File: src/rtl/i2s_tx_param.sv
// i2s_tx_param -- parameterised I2S transmitter with a one-entry sample holding register.
//
// Purpose
//   Serialises stereo sample pairs onto a standard I2S link (MSB first, word
//   select leading the slot by one bit clock). All timing is derived from clk48m
//   by a programmable divider. A single holding register decouples the producer
//   from frame timing. If the holding register is empty at a frame boundary, an
//   offered pair is loaded directly. If no pair is offered either, a silent frame
//   is sent and underrun pulses.
//
// Parameters
//   DATA_W   sample width per channel (8..32)
//   SLOT_W   sclk periods per channel slot (>= DATA_W)
//   SCLK_DIV clk48m cycles per sclk half-period (>= 1)
//
// Ports
//   clk48m        in   sole clock, rising edge
//   rst           in   synchronous reset, active-high
//   in_left       in   left sample (two's complement)
//   in_right      in   right sample (two's complement)
//   in_valid      in   sample pair offered
//   in_ready      out  holding register empty
//   sclk          out  I2S bit clock
//   lrclk         out  I2S word select (0 = left, 1 = right)
//   dout          out  I2S serial data
//   underrun      out  one-cycle pulse: frame started with no sample available
//   underrun_cnt  out  16-bit saturating underrun count (only with I2S_TX_UNDERRUN_CNT_EN)
//
// Build option
//   I2S_TX_UNDERRUN_CNT_EN  adds the underrun_cnt port and its counter.
//
// Handshake: a pair transfers on a rising clk48m edge where in_valid && in_ready.
// in_ready depends only on internal state (~hold_full), never on in_valid.
// The producer must hold in_left/in_right stable while in_valid is high and
// in_ready is low; such offers are ignored until in_ready returns high.

module i2s_tx_param #(
  parameter int DATA_W   = 16,
  parameter int SLOT_W   = 16,
  parameter int SCLK_DIV = 8
) (
  input  logic              clk48m,
  input  logic              rst,
  input  logic [DATA_W-1:0] in_left,
  input  logic [DATA_W-1:0] in_right,
  input  logic              in_valid,
  output logic              in_ready,
  output logic              sclk,
  output logic              lrclk,
  output logic              dout,
`ifdef I2S_TX_UNDERRUN_CNT_EN
  output logic [15:0]       underrun_cnt,
`endif
  output logic              underrun
);

  localparam int DCW = (SCLK_DIV > 1) ? $clog2(SCLK_DIV) : 1;
  localparam int BW  = $clog2(2 * SLOT_W);

  localparam logic [DCW-1:0] DC_LAST  = DCW'(SCLK_DIV - 1);
  localparam logic [BW-1:0]  B_LAST   = BW'(2 * SLOT_W - 1);
  localparam logic [BW-1:0]  B_SLOT   = BW'(SLOT_W);
  localparam logic [BW-1:0]  B_LR_ON  = BW'(SLOT_W - 1);

  logic [DCW-1:0]    r_dcnt;
  logic              r_sclk;
  logic [BW-1:0]     r_bcnt;
  logic              r_lrclk;
  logic              r_dout;
  logic              r_underrun;
  logic              r_hold_full;
  logic [DATA_W-1:0] r_hold_l;
  logic [DATA_W-1:0] r_hold_r;
  logic [DATA_W-1:0] r_frame_l;
  logic [DATA_W-1:0] r_frame_r;

  logic              w_wrap;
  logic              w_fall;
  logic              w_load;
  logic              w_xfer;
  logic [BW-1:0]     w_bcnt_nxt;
  logic              w_hold_full_nxt;
  logic [DATA_W-1:0] w_hold_l_nxt;
  logic [DATA_W-1:0] w_hold_r_nxt;
  logic [DATA_W-1:0] w_frame_l_nxt;
  logic [DATA_W-1:0] w_frame_r_nxt;
  logic              w_underrun_nxt;
  logic              w_right_slot;
  logic [BW-1:0]     w_b;
  logic [DATA_W-1:0] w_sample;
  logic [DATA_W-1:0] w_shifted;
  logic              w_dout_nxt;
  logic              w_lrclk_nxt;

  assign w_wrap     = (r_dcnt == DC_LAST);
  // sclk is about to toggle from 1 to 0: this is the only point where the
  // bit position and the serial outputs move.
  assign w_fall     = w_wrap && r_sclk;
  assign w_bcnt_nxt = (r_bcnt == B_LAST) ? '0 : r_bcnt + 1'b1;
  assign w_load     = w_fall && (r_bcnt == B_LAST);
  assign w_xfer     = in_valid && !r_hold_full;

  // Holding register / frame register / underrun decision.
  always_comb begin
    w_hold_full_nxt = r_hold_full;
    w_hold_l_nxt    = r_hold_l;
    w_hold_r_nxt    = r_hold_r;
    w_frame_l_nxt   = r_frame_l;
    w_frame_r_nxt   = r_frame_r;
    w_underrun_nxt  = 1'b0;
    if (w_load) begin
      if (r_hold_full) begin
        w_frame_l_nxt   = r_hold_l;
        w_frame_r_nxt   = r_hold_r;
        w_hold_full_nxt = 1'b0;
      end else if (in_valid) begin
        // Bypass: the offered pair goes straight into the frame.
        w_frame_l_nxt = in_left;
        w_frame_r_nxt = in_right;
      end else begin
        w_frame_l_nxt  = '0;
        w_frame_r_nxt  = '0;
        w_underrun_nxt = 1'b1;
      end
    end else if (w_xfer) begin
      w_hold_l_nxt    = in_left;
      w_hold_r_nxt    = in_right;
      w_hold_full_nxt = 1'b1;
    end
  end

  // Serial data for the upcoming bit position. Shifting left by the in-slot
  // index brings the wanted bit to the MSB; padding positions past DATA_W
  // shift every data bit out and naturally produce 0.
  always_comb begin
    w_right_slot = (w_bcnt_nxt >= B_SLOT);
    w_b          = w_right_slot ? (w_bcnt_nxt - B_SLOT) : w_bcnt_nxt;
    w_sample     = w_right_slot ? w_frame_r_nxt : w_frame_l_nxt;
    w_shifted    = w_sample << w_b;
    w_dout_nxt   = w_shifted[DATA_W-1];
    // Word select leads the slot by one bit: high from SLOT_W-1 to 2*SLOT_W-2.
    w_lrclk_nxt  = (w_bcnt_nxt >= B_LR_ON) && (w_bcnt_nxt != B_LAST);
  end

  always_ff @(posedge clk48m) begin
    if (rst) begin
      r_dcnt      <= '0;
      r_sclk      <= 1'b0;
      r_bcnt      <= B_LAST;
      r_lrclk     <= 1'b0;
      r_dout      <= 1'b0;
      r_underrun  <= 1'b0;
      r_hold_full <= 1'b0;
      r_hold_l    <= '0;
      r_hold_r    <= '0;
      r_frame_l   <= '0;
      r_frame_r   <= '0;
    end else begin
      r_dcnt <= w_wrap ? '0 : r_dcnt + 1'b1;
      if (w_wrap) begin
        r_sclk <= !r_sclk;
      end
      if (w_fall) begin
        r_bcnt  <= w_bcnt_nxt;
        r_lrclk <= w_lrclk_nxt;
        r_dout  <= w_dout_nxt;
      end
      r_underrun  <= w_underrun_nxt;
      r_hold_full <= w_hold_full_nxt;
      r_hold_l    <= w_hold_l_nxt;
      r_hold_r    <= w_hold_r_nxt;
      r_frame_l   <= w_frame_l_nxt;
      r_frame_r   <= w_frame_r_nxt;
    end
  end

`ifdef I2S_TX_UNDERRUN_CNT_EN
  logic [15:0] r_underrun_cnt;

  always_ff @(posedge clk48m) begin
    if (rst) begin
      r_underrun_cnt <= '0;
    end else if (w_underrun_nxt && (r_underrun_cnt != 16'hFFFF)) begin
      r_underrun_cnt <= r_underrun_cnt + 16'd1;
    end
  end

  assign underrun_cnt = r_underrun_cnt;
`endif

  assign in_ready = !r_hold_full;
  assign sclk     = r_sclk;
  assign lrclk    = r_lrclk;
  assign dout     = r_dout;
  assign underrun = r_underrun;

endmodule
File: config.mk
export PLATFORM = sky130hd
export DESIGN_NAME = i2s_tx_param
export DESIGN_NICKNAME = d
export VERILOG_FILES = /design/src/rtl/i2s_tx_param.sv
export SDC_FILE = /design/constraint.sdc
export NUM_CORES = 1
export LEC_CHECK = 0
export CAP_MARGIN = 5
export CORE_ASPECT_RATIO = 0.7
export CORE_MARGIN = 4
export CORE_UTILIZATION = 40
export CTS_CLUSTER_DIAMETER = 40
export CTS_CLUSTER_SIZE = 28
export DETAILED_ROUTE_END_ITERATION = 8
export GPL_ROUTABILITY_DRIVEN = 1
export PLACE_DENSITY_LB_ADDON = 0.12
export SYNTH_ARGS = -nofsm -noshare
export SYNTH_HDL_FRONTEND = slang
export SYNTH_SLANG_ARGS = --single-unit
File: constraint.sdc
create_clock -name clk48m -period 2.84 [get_ports clk48m]
set_input_delay 0.426 -clock clk48m [delete_from_list [all_inputs] [get_ports clk48m]]
set_output_delay 0.426 -clock clk48m [all_outputs]
set_load 0.03 [all_outputs]
==> flow_summary_export.csv <==
group,metric,value,unit
outcome,status,"complete, no violations",
finish,final_nets,532,
clocking,cts_sinks,77,
placed_design,placed_cells,606,
synth,syn-num-nets,508,
floorplanning,pin_count,40,
timing,relSlewSlack,62.92,%
setup_path,cp_max_fo,15,
synth,synthMuxAreaShare,1.419,%
synth,synth_compound_area_share,21.76,%
finish,drive_gt1_share,8.283,%
finish,postLayoutCoreUtil,48.68,%
detailed_routing,vias,3360,
global_routing,grt_pass1_wl,16730,um
timing,clock_skew,0.003754,ns
timing,fin_crit_sh,92.68,%
detailed_routing,wl,10010,um
synth,netlist_area,0.003704,mm^2
detailed_routing,post-route-drc-count,0,
timing,layout_min_cycle_time,2.632,ns
setup_path,arrival,2.84,ns
timing,rsz0062_at_grt,"false",
setup_path,critPathRequiredTime,3.05,ns
synth,yosys-top-cells-count,"105 x nand2_1, 77 x dfxtp_1, 47 x a21oi_1",
timing,fin_tns_setup,0,ns
synth,synth_top_family_by_area,"simple AND/OR/NAND/NOR gates",
synth,postSynthAreaPerCell,7.897,um^2
floorplanning,core,0.009035,mm^2
detailed_routing,vias_per_cell,5.428,
finish,regArea,0.001541,mm^2
placed_design,io_buffers,39,
clocking,clkLatencyLatePin,0.34,ns
pwr,power_density,531.9,mW/mm^2
synth,syn-instance-count,469,
setup_path,worstSetupPathType,"register to register",
detailed_routing,wl_per_cell,16.16,um
synth,ys_ff_latch,77,
floorplanning,die_y,88.51,um
synth,ys_seq_area_share,41.62,%
synth,synth_xor_area_share,0.7095,%
finish,nFillCells,887,
clocking,cts.clk_slew.worst_paths,0.05,ns
clocking,cts_root_buf,"clkbuf_16",
global_routing,first_global_vias,3154,
synth,synth_fa_ha_area_share,1.351,%
pwr,finalPower,2.339,mW
finish,synthToLayoutAreaGrowth,18.75,%
global_routing,antenna_found_initial,0,
timing,fmax,379.9,MHz
floorplanning,dieWidth,123.0,um
timing,hold_viol,0,
clocking,post_cts_buffers,0,
synth,synthTopCellsByArea,"dfxtp_1 42%, nand2_1 11%, a21oi_1 6.4%",
pwr,leakagePower,1.591,nW
placed_design,dp_hpwl,6744,um
setup_path,cpLargestDelayFamily,"simple AND/OR/NAND/NOR gates",
min_path,hold_path.class,"register to register",
clocking,cts_buffers,9,
detailed_routing,drtIter0Drc,247,
synth,ys_types,58,
finish,antenna_cells,0,
floorplanning,start_util,40.99,%
synth,synth_most_common_cell,"nand2_1",
detailed_routing,detail-route-antenna-nets,0,
setup_path,critPathLaunchType,"register",
global_routing,grtUsageTotal,19.84,%
synth,synth_top_area_share,41.62,%
timing,finalSetupViolCount,0,
finish,multi_input_area,0.001918,mm^2
floorplanning,die_area,0.01089,mm^2
global_routing,grt_max_degree,39,
synth,synth_simple_gate_area_share,26.55,%
setup_path,cpMostUsedCell,"ha_1",
setup_path,crit_path_top_delay_cell,"ha_1",
job,max_cap_violations,0,
synth,synthFlopType,"dfxtp_1",
setup_path,slowest_delay,0.54,ns
clocking,clk_path_buf_depth,2,
clocking,hold_buffers,0,
synth,async_flop_share,0,%
clocking,h-tree-depth,3,
floorplanning,rows,29,
global_routing,globalRouteOverflowTotal,0,
clocking,cts_tree,"yes",
placed_design,gp_congestion,0.8925,
setup_path,critical_path.cell_chain,"ha_1, and3_1, ha_1, buf_4, nand2_1, nor4_1, a21oi_1, nand4_1, a31o_1, o211ai_2",
synth,synth_edf_count,0,
timing,worstMarginPinSlew,0.5556,ns
finish,stdcell_count,619,
setup_path,crit_path_end_kind,"register",
synth,synth_warnings,0,
clocking,cts_resized,0,
setup_path,crit_buf_inv,1,
detailed_routing,dr.pass1.iters,4,
pwr,vdd_ir_drop_max,0.2707,mV
timing,slew_viol_final,0,
synth,synth_largest_area_cell,"dfxtp_1",
==> through the flow <==
step	instance area [um^2]	hold WS, ns	worst slack [ns]
5_1_grt	4398	0.4281	0.08163
4_1_cts	4398	0.4251	0.3115
2_1_floorplan	3704	0.4043	0.6595
3_3_place_gp	4144	0.4185	0.3424
3_5_place_dp	4144	0.4163	0.3314
6_report	4398	0.4321	0.2079
==> layer usage <==
| metal | share of wire, % | GRT usage, % |
|---|---|---|
| met1 | 51 | 30.18 |
| met2 | 41 | 27.62 |
| met3 | 7.6 | 5.112 |
| met4 | 1.1 | 5.126 |
| met5 | 0 | 0 |
==> sequential cells by signal, indices dropped and copies added, names as in the netlist <==
name         cells
r_frame_l       16
r_frame_r       16
r_hold_l        16
r_hold_r        16
r_bcnt           5
r_dcnt           3
dout             1
lrclk            1
r_hold_full      1
sclk             1
underrun         1
==> cell families after synthesis <==
family	after synthesis
buf+inv	45
xor+xnor	3
fa+ha+maj	4
mux	4
flops	77
simple gates	212
compound gates	124
==> where the power goes <==
group          leakage [nW]  total, mW  switching, mW  internal [mW]
Clock                 0.130       1.01          0.419          0.595
Sequential            0.626       1.13         0.0146           1.11
Combinational         0.835      0.199          0.112         0.0870
==> cell usage in the layout (no fill, tap or decap), drive strengths merged, types with 2 or more instances in the layout <==
master	netlist	routed
a31o	5	5
a221oi	2	2
dfxtp	77	77
o211ai	11	11
nor3	11	11
nor4	6	6
a21oi	47	47
nand3	6	6
nor3b	2	2
clkdlybuf4s50	0	38
ha	4	4
inv	3	3
and3	13	13
a211oi	11	11
clkinv	0	3
a311oi	2	2
buf	31	17
or3	3	3
xnor2	2	2
nor2	38	38
nand3b	8	8
a31oi	12	12
a211o	3	3
and2	5	5
a2111oi	2	2
nor4b	3	3
o21ai	20	20
clkbuf	11	10
nand2b	2	2
nand2	106	106
mux2i	3	3
nand4	2	2
==> path summary, 6_finish.rpt <==
| path | from | to | slack [ns] | cells past startpoint |
|---|---|---|---|---|
| hold reg to reg | r_dcnt[0]$_SDFF_PP0_ | r_dcnt[0]$_SDFF_PP0_ | 0.43 | 1 |
| setup reg to reg | r_bcnt[0]$_SDFFE_PP1N_ | dout$_SDFFE_PP0N_ | 0.21 | 10 |
| setup / recovery | r_bcnt[0]$_SDFFE_PP1N_ | dout$_SDFFE_PP0N_ | 0.21 | 10 |
| hold / removal | r_dcnt[0]$_SDFF_PP0_ | r_dcnt[0]$_SDFF_PP0_ | 0.43 | 1 |
==> final cells by class <==
class / count / area share [%]
Multi-Input combinational cell: 347 / 43.61
Timing Repair Buffer: 55 / 11.78
Clock buffer: 10 / 5.434
Inverter: 3 / 0.2560
Tap cell: 124 / 3.528
Sequential cell: 77 / 35.05
Clock inverter: 3 / 0.3414
Note: power is estimated with default switching activity, not from simulation.
